### src/rtl/sobel_pkg.sv
// Shared definitions for the Sobel front end and kernel.
// Contents: pixel width, pixel type and default image dimensions.
package sobel_pkg;

    localparam int unsigned PIX_W     = 8;
    localparam int unsigned IMG_W_DEF = 256;
    localparam int unsigned IMG_H_DEF = 256;

    typedef logic [PIX_W-1:0] pix_t;

endpackage

### src/rtl/sobel_line_buf.sv
// Single-port line buffer, DEPTH x WIDTH, with read-before-write on the same address.
// Ports:
//   clk    in   clock
//   we     in   write enable
//   addr   in   read/write address (column)
//   wdata  in   write data
//   rdata  out  combinational read of the addressed entry (old value during a write)
module sobel_line_buf
    import sobel_pkg::*;
#(
    parameter int unsigned DEPTH = IMG_W_DEF,
    parameter int unsigned WIDTH = PIX_W,
    parameter int unsigned AW    = $clog2(DEPTH)
) (
    input  logic             clk,
    input  logic             we,
    input  logic [AW-1:0]    addr,
    input  logic [WIDTH-1:0] wdata,
    output logic [WIDTH-1:0] rdata
);

    // Never cleared; the row gate in the top level keeps stale contents out of windows.
    logic [WIDTH-1:0] mem [DEPTH];

    assign rdata = mem[addr];

    always_ff @(posedge clk) begin
        if (we) begin
            mem[addr] <= wdata;
        end
    end

endmodule

### src/rtl/sobel_window_gen.sv
// Raster-to-3x3-neighbourhood front end for the Sobel kernel.
// Accepts one pixel per cycle in raster order, buffers two lines and emits the eight
// neighbours of every interior pixel one cycle after the bottom-right pixel is accepted.
// Ports:
//   clk, rst            clock, asynchronous active-high reset
//   pix_in/pix_valid    input pixel and its accept strobe (no backpressure)
//   pix_sof             start of frame, qualified by pix_valid; forces position (0,0)
//   win0..win7          neighbours TL, T, TR, L, R, BL, B, BR (held while win_valid low)
//   win_valid           new window this cycle
//   win_cx/win_cy       window centre coordinates
//   frame_done          pulse in the cycle after the last pixel of a frame is accepted
module sobel_window_gen
    import sobel_pkg::*;
#(
    parameter int unsigned IMG_W = IMG_W_DEF,
    parameter int unsigned IMG_H = IMG_H_DEF,
    parameter int unsigned PIX_W = sobel_pkg::PIX_W,
    parameter int unsigned CW    = $clog2(IMG_W),
    parameter int unsigned RW    = $clog2(IMG_H)
) (
    input  logic             clk,
    input  logic             rst,
    input  logic [PIX_W-1:0] pix_in,
    input  logic             pix_valid,
    input  logic             pix_sof,
    output logic [PIX_W-1:0] win0,
    output logic [PIX_W-1:0] win1,
    output logic [PIX_W-1:0] win2,
    output logic [PIX_W-1:0] win3,
    output logic [PIX_W-1:0] win4,
    output logic [PIX_W-1:0] win5,
    output logic [PIX_W-1:0] win6,
    output logic [PIX_W-1:0] win7,
    output logic             win_valid,
    output logic [CW-1:0]    win_cx,
    output logic [RW-1:0]    win_cy,
    output logic             frame_done
);

    logic [CW-1:0]    x_q, x_cur;
    logic [RW-1:0]    y_q, y_cur;
    logic             last_col, last_row, emit;
    logic [PIX_W-1:0] lb1_rd, lb2_rd;

    // Older window columns: index 0 = row y-2, 1 = row y-1, 2 = row y.
    logic [PIX_W-1:0] col1_q [3];  // column x-1
    logic [PIX_W-1:0] col2_q [3];  // column x-2

    // SOF overrides the counters for the pixel it arrives with.
    always_comb begin
        x_cur    = pix_sof ? '0 : x_q;
        y_cur    = pix_sof ? '0 : y_q;
        last_col = (x_cur == CW'(IMG_W - 1));
        last_row = (y_cur == RW'(IMG_H - 1));
        emit     = pix_valid && (x_cur >= CW'(2)) && (y_cur >= RW'(2));
    end

    // LB2 takes LB1's old contents, LB1 takes the new pixel.
    sobel_line_buf #(
        .DEPTH (IMG_W),
        .WIDTH (PIX_W),
        .AW    (CW)
    ) u_lb1 (
        .clk   (clk),
        .we    (pix_valid),
        .addr  (x_cur),
        .wdata (pix_in),
        .rdata (lb1_rd)
    );

    sobel_line_buf #(
        .DEPTH (IMG_W),
        .WIDTH (PIX_W),
        .AW    (CW)
    ) u_lb2 (
        .clk   (clk),
        .we    (pix_valid),
        .addr  (x_cur),
        .wdata (lb1_rd),
        .rdata (lb2_rd)
    );

    // Shift register is not cleared across lines; the x >= 2 gate hides mixed columns.
    always_ff @(posedge clk) begin
        if (pix_valid) begin
            col2_q    <= col1_q;
            col1_q[0] <= lb2_rd;
            col1_q[1] <= lb1_rd;
            col1_q[2] <= pix_in;
        end
    end

    always_ff @(posedge clk or posedge rst) begin
        if (rst) begin
            x_q        <= '0;
            y_q        <= '0;
            win_valid  <= 1'b0;
            frame_done <= 1'b0;
            win0       <= '0;
            win1       <= '0;
            win2       <= '0;
            win3       <= '0;
            win4       <= '0;
            win5       <= '0;
            win6       <= '0;
            win7       <= '0;
            win_cx     <= '0;
            win_cy     <= '0;
        end else begin
            win_valid  <= emit;
            frame_done <= pix_valid && last_col && last_row;

            if (pix_valid) begin
                if (last_col) begin
                    x_q <= '0;
                    y_q <= last_row ? '0 : y_cur + RW'(1);
                end else begin
                    x_q <= x_cur + CW'(1);
                    y_q <= y_cur;
                end
            end

            if (emit) begin
                win0   <= col2_q[0];
                win1   <= col1_q[0];
                win2   <= lb2_rd;
                win3   <= col2_q[1];
                win4   <= lb1_rd;
                win5   <= col2_q[2];
                win6   <= col1_q[2];
                win7   <= pix_in;
                win_cx <= x_cur - CW'(1);
                win_cy <= y_cur - RW'(1);
            end
        end
    end

endmodule

### config.mk
export PLATFORM = sky130hd
export DESIGN_NAME = sobel_window_gen
export DESIGN_NICKNAME = d
export VERILOG_FILES = /design/src/rtl/sobel_pkg.sv /design/src/rtl/sobel_line_buf.sv /design/src/rtl/sobel_window_gen.sv
export SDC_FILE = /design/constraint.sdc
export NUM_CORES = 2
export LEC_CHECK = 0
export CORE_UTILIZATION = 55
export CTS_CLUSTER_SIZE = 12
export DETAILED_ROUTE_END_ITERATION = 10
export PLACE_DENSITY = 0.71
export RECOVER_POWER = 50
export SLEW_MARGIN = 30
export SYNTH_ARGS = -nofsm -noshare
export SYNTH_HDL_FRONTEND = slang
export SYNTH_SLANG_ARGS = --single-unit
export TNS_END_PERCENT = 50
### constraint.sdc
create_clock -name clk -period 9.3 [get_ports clk]
set_input_delay 2.79 -clock clk [delete_from_list [all_inputs] [get_ports clk]]
set_output_delay 2.79 -clock clk [all_outputs]
set_load 0.02 [all_outputs]
==> results.md <==
* IO buf count at 93
* Reg2Reg Launch Point: x_q[0]$_DFFE_PP0P_
* Outcome: finished, violations left
* Vias in the first global route at between 100k and 150k
* Syn Inst Count at roughly 11,000
* Final hold viol count at 0
* P per Cell Area at 230 mW/mm^2
* # placed instances at between 10,000 and 15,000
* Dominant synthesized flop cell: edfxtp_1
* Grt ovf at 0
* Post-synthesis simple-gate area fraction at roughly 7.7%
* PostCTS Resize Cnt at 0
* CP Capture Type: register
* Tcrit/Tclk final at 89.2%
* Largest net degree at the start of global routing at 209
* RSZ-0062 raised after global routing: false
* Net Count, Synth at 10,800
* Clock transition at the registers of the reported paths at approximately 0.060 ns
* Tightest Hold Check Type: register to register
* Critical path type: input port to register
* Adder-cell share of the synthesized area at 0.0370%
* Largest family of logic cells by synthesized area: compound AO/OA/AOI/OAI gates
* Vias per Instance at 6.89
* Crit Reg-Reg Endpoint: u_lb2.mem[76][0]$_DFFE_PP_
* Global placement routability congestion at roughly 1
* Placed Area at about 0.18 mm^2
* Clk root buf: clkbuf_16
* WHS at 0.414 ns
* FFs w/ async S/R, synth at under 10%
* Crit path from: pix_sof
* Total GRT Usage at ~34%
* Filler Cell Count at 21,700
* DR vias at 106,000
* Initial drt markers at between 15,000 and 20,000
* Min Clock Period, post-route at ~8.3 ns
* FF-to-FF setup slack at 2.17 ns
* Wire per inst at 34.5 um
* Die X at ~560 um
* CTS H-tree depth at 5
* Area Overhead vs Synth at 11.3%
* Static Leak at approximately 60 nW
* Data required time of the worst path at 10.04 ns
* Final HPWL DP at 309,000 um
* Synthesized area at between 0.15 and 0.2 mm^2
* DRC Markers at 10
* Worst-Margin Slew at 7.02 ns
* Core area at 0.306 mm^2
* Unique cell type count in the Yosys netlist at 95
* Die area at 0.310 mm^2
* Synth Area in XOR/XNOR at 0.0570%
* FMAX at roughly 120 MHz
* CP Data Arrival Time at ~9 ns
* WL final at about 530,000 um
* Nets at about 11,000
* Worst Slack Setup Final at ~1.0 ns
* Clock Path Buffers at 4
* #FFs+latches synth at between 4,000 and 5,000
* Dpl ws at between 1 and 1.5 ns
* Final setup vio count at 0
* Share of cells above drive strength 1 at around 10%
* CP endpoint: u_lb2.mem[76][0]$_DFFE_PP_
* Post-synthesis mux area share at about 5.2%
* Die height at approximately 560 um
* IO Pins at 94
* Sequential area share after synthesis at 75.1%
* Starting density of the core at between 50 and 60%
* Crit start category: input port
* First-pass GRT wire length at between 700,000 and 800,000 um
* # Post-CTS Setup Buffers at 0
* Design area at between 0.15 and 0.2 mm^2
* Max Slew Vio Count at about 1,900
* Initial DRT Pass Iterations at 11
* Layout Cells excl Fill at 15,400
* CTS Buf Count at between 400 and 500
* Hold-fix buffers at CTS at 0
* Ys Warns at 0
* ANT nets after route at 0
* CTS Sinks at 4,242
* Initial antenna violation count at 40
* Clk_lat worst skew at 1.04 ns
* Post-synth EDFFs at slightly above 4,000
* Rows at about 200
* Number of max-cap violations at 50
* Relative slew slack at -368%
* CTS tree: built
* Final Skew at 0.0924 ns
* Reg2reg path depth at 16
* Max VDD drop at between 0.00015 and 0.0002 V
* Maximum fanout along the worst path at around 120
* Post-synthesis compound-gate area fraction at 9.17%
* Average instance area after synthesis at about 16 um^2
* Failing checks: design-rule violations, max-capacitance violations, max-slew violations
[flip-flops by register name, summed over array words and instances (netlist names), 24 cells and up]
name	count
col1_q	24
col2_q	24
u_lb1.mem	2048
u_lb2.mem	2048
[layout make-up]
type                       count  area, um^2  area share, %
sequential                  4242      127000           67.4
multi-input combinational   5692       37900           20.1
antenna                       25        62.6         0.0332
inverter                      23         134         0.0711
tap                         4100        5130           2.73
timing repair buffer         660        5500           2.92
clock buffer                 600       11500           6.10
clock inverter               107        1120          0.596
[logic make-up after synthesis]
family,count (synthesis)
multiplexers,848
AO/OA/AOI/OAI,2213
flip-flops,4242
buffers and inverters,856
AND/OR/NAND/NOR,2615
XOR/XNOR,11
adder cells (fa/ha/maj),5
[metal layers]
metal	track usage [%]	wire length, um	vias up	share of wire (%)
li1	-	-	43100	-
met1	44.0	185000	53000	35
met2	49.1	231000	8554	43
met3	11.5	78600	1708	15
met4	20.5	38800	22	7.3
met5	0	263	-	0.049
[worst max-delay path, stage by stage]
cell and delay (ns):
buf_8 0.19, and2b_1 1.35, inv_16 0.47, buf_4 0.44, buf_4 0.20, nand2_1 0.08
a311oi_1 0.09, o41ai_1 0.97, buf_4 0.26, o2111ai_1 0.09, nor4_1 0.18, nand4b_1 0.61
buf_6 0.39, buf_6 0.15, buf_12 0.17, buf_4 0.19
[where the power goes]
| group | internal [mW] | leakage, nW | switching [mW] |
|---|---|---|---|
| clock | 8.73 | 6.05 | 7.14 |
| sequential | 21.9 | 38.6 | 0.220 |
| combinational | 1.44 | 15.4 | 3.86 |
| total | 32.1 | 60.0 | 11.2 |
[how the worst min path moves through the flow]
stage,cells after the start,startpoint,endpoint,slack [ns]
3_5_place_dp,0,col1_q[8]$_DFFE_PP_,col2_q[8]$_DFFE_PP_,0.40
2_1_floorplan,0,col1_q[10]$_DFFE_PP_,col2_q[10]$_DFFE_PP_,0.40
4_1_cts,0,col1_q[8]$_DFFE_PP_,col2_q[8]$_DFFE_PP_,0.42
3_3_place_gp,0,col1_q[8]$_DFFE_PP_,col2_q[8]$_DFFE_PP_,0.40
6_report,2,col2_q[16]$_DFFE_PP_,win0[0]$_DFFE_PP0P_,0.41
5_1_grt,0,col1_q[21]$_DFFE_PP_,col2_q[21]$_DFFE_PP_,0.42
[cells in the mapped netlist, types with 43 or more instances]
cell type / count / area share, %
buf_6: 74 / 0.49
o221ai_1: 467 / 2.4
nor3_1: 98 / 0.29
o22ai_1: 43 / 0.16
nor3b_1: 375 / 1.7
nand2_1: 1094 / 2.4
nor2_1: 359 / 0.80
buf_4: 113 / 0.50
clkbuf_1: 198 / 0.44
mux2_2: 66 / 0.44
buf_2: 411 / 1.2
dfrtp_1: 98 / 1.5
a31oi_1: 192 / 0.71
edfxtp_1: 4144 / 74
a211oi_1: 345 / 1.5
a21oi_1: 665 / 2.0
nor2b_1: 244 / 0.90
mux2i_1: 763 / 4.5
nand4_1: 99 / 0.37
o21ai_0: 99 / 0.29
nand3_1: 194 / 0.57
a311oi_1: 135 / 0.70
[layout by cell type (no fill, tap or decap), types with 83 or more instances in the layout]
master and n:
a211oi_1 331, a21oi_1 660, a311oi_1 135, a31oi_1 191
buf_4 351, clkbuf_1 302, clkbuf_16 425, dfrtp_1 95
dlygate4sd3_1 83, edfxtp_1 4144, mux2i_1 763, nand2_1 1090
nand3_1 190, nand4_1 99, nor2_1 341, nor2b_1 244
nor3_1 92, nor3b_1 373, o21ai_0 96, o221ai_1 467
[per-stage QoR]
step	power (mW)	setup TNS, ns	utilization [%]
global placement	27.5	0	57.5
global route	44.2	0	61.5
floorplan	25.6	-377.04	-
CTS	43.2	0	61.7
detailed placement	27.6	0	57.6
finish	43.3	0	61.5
(Power assumes the default switching activity.)
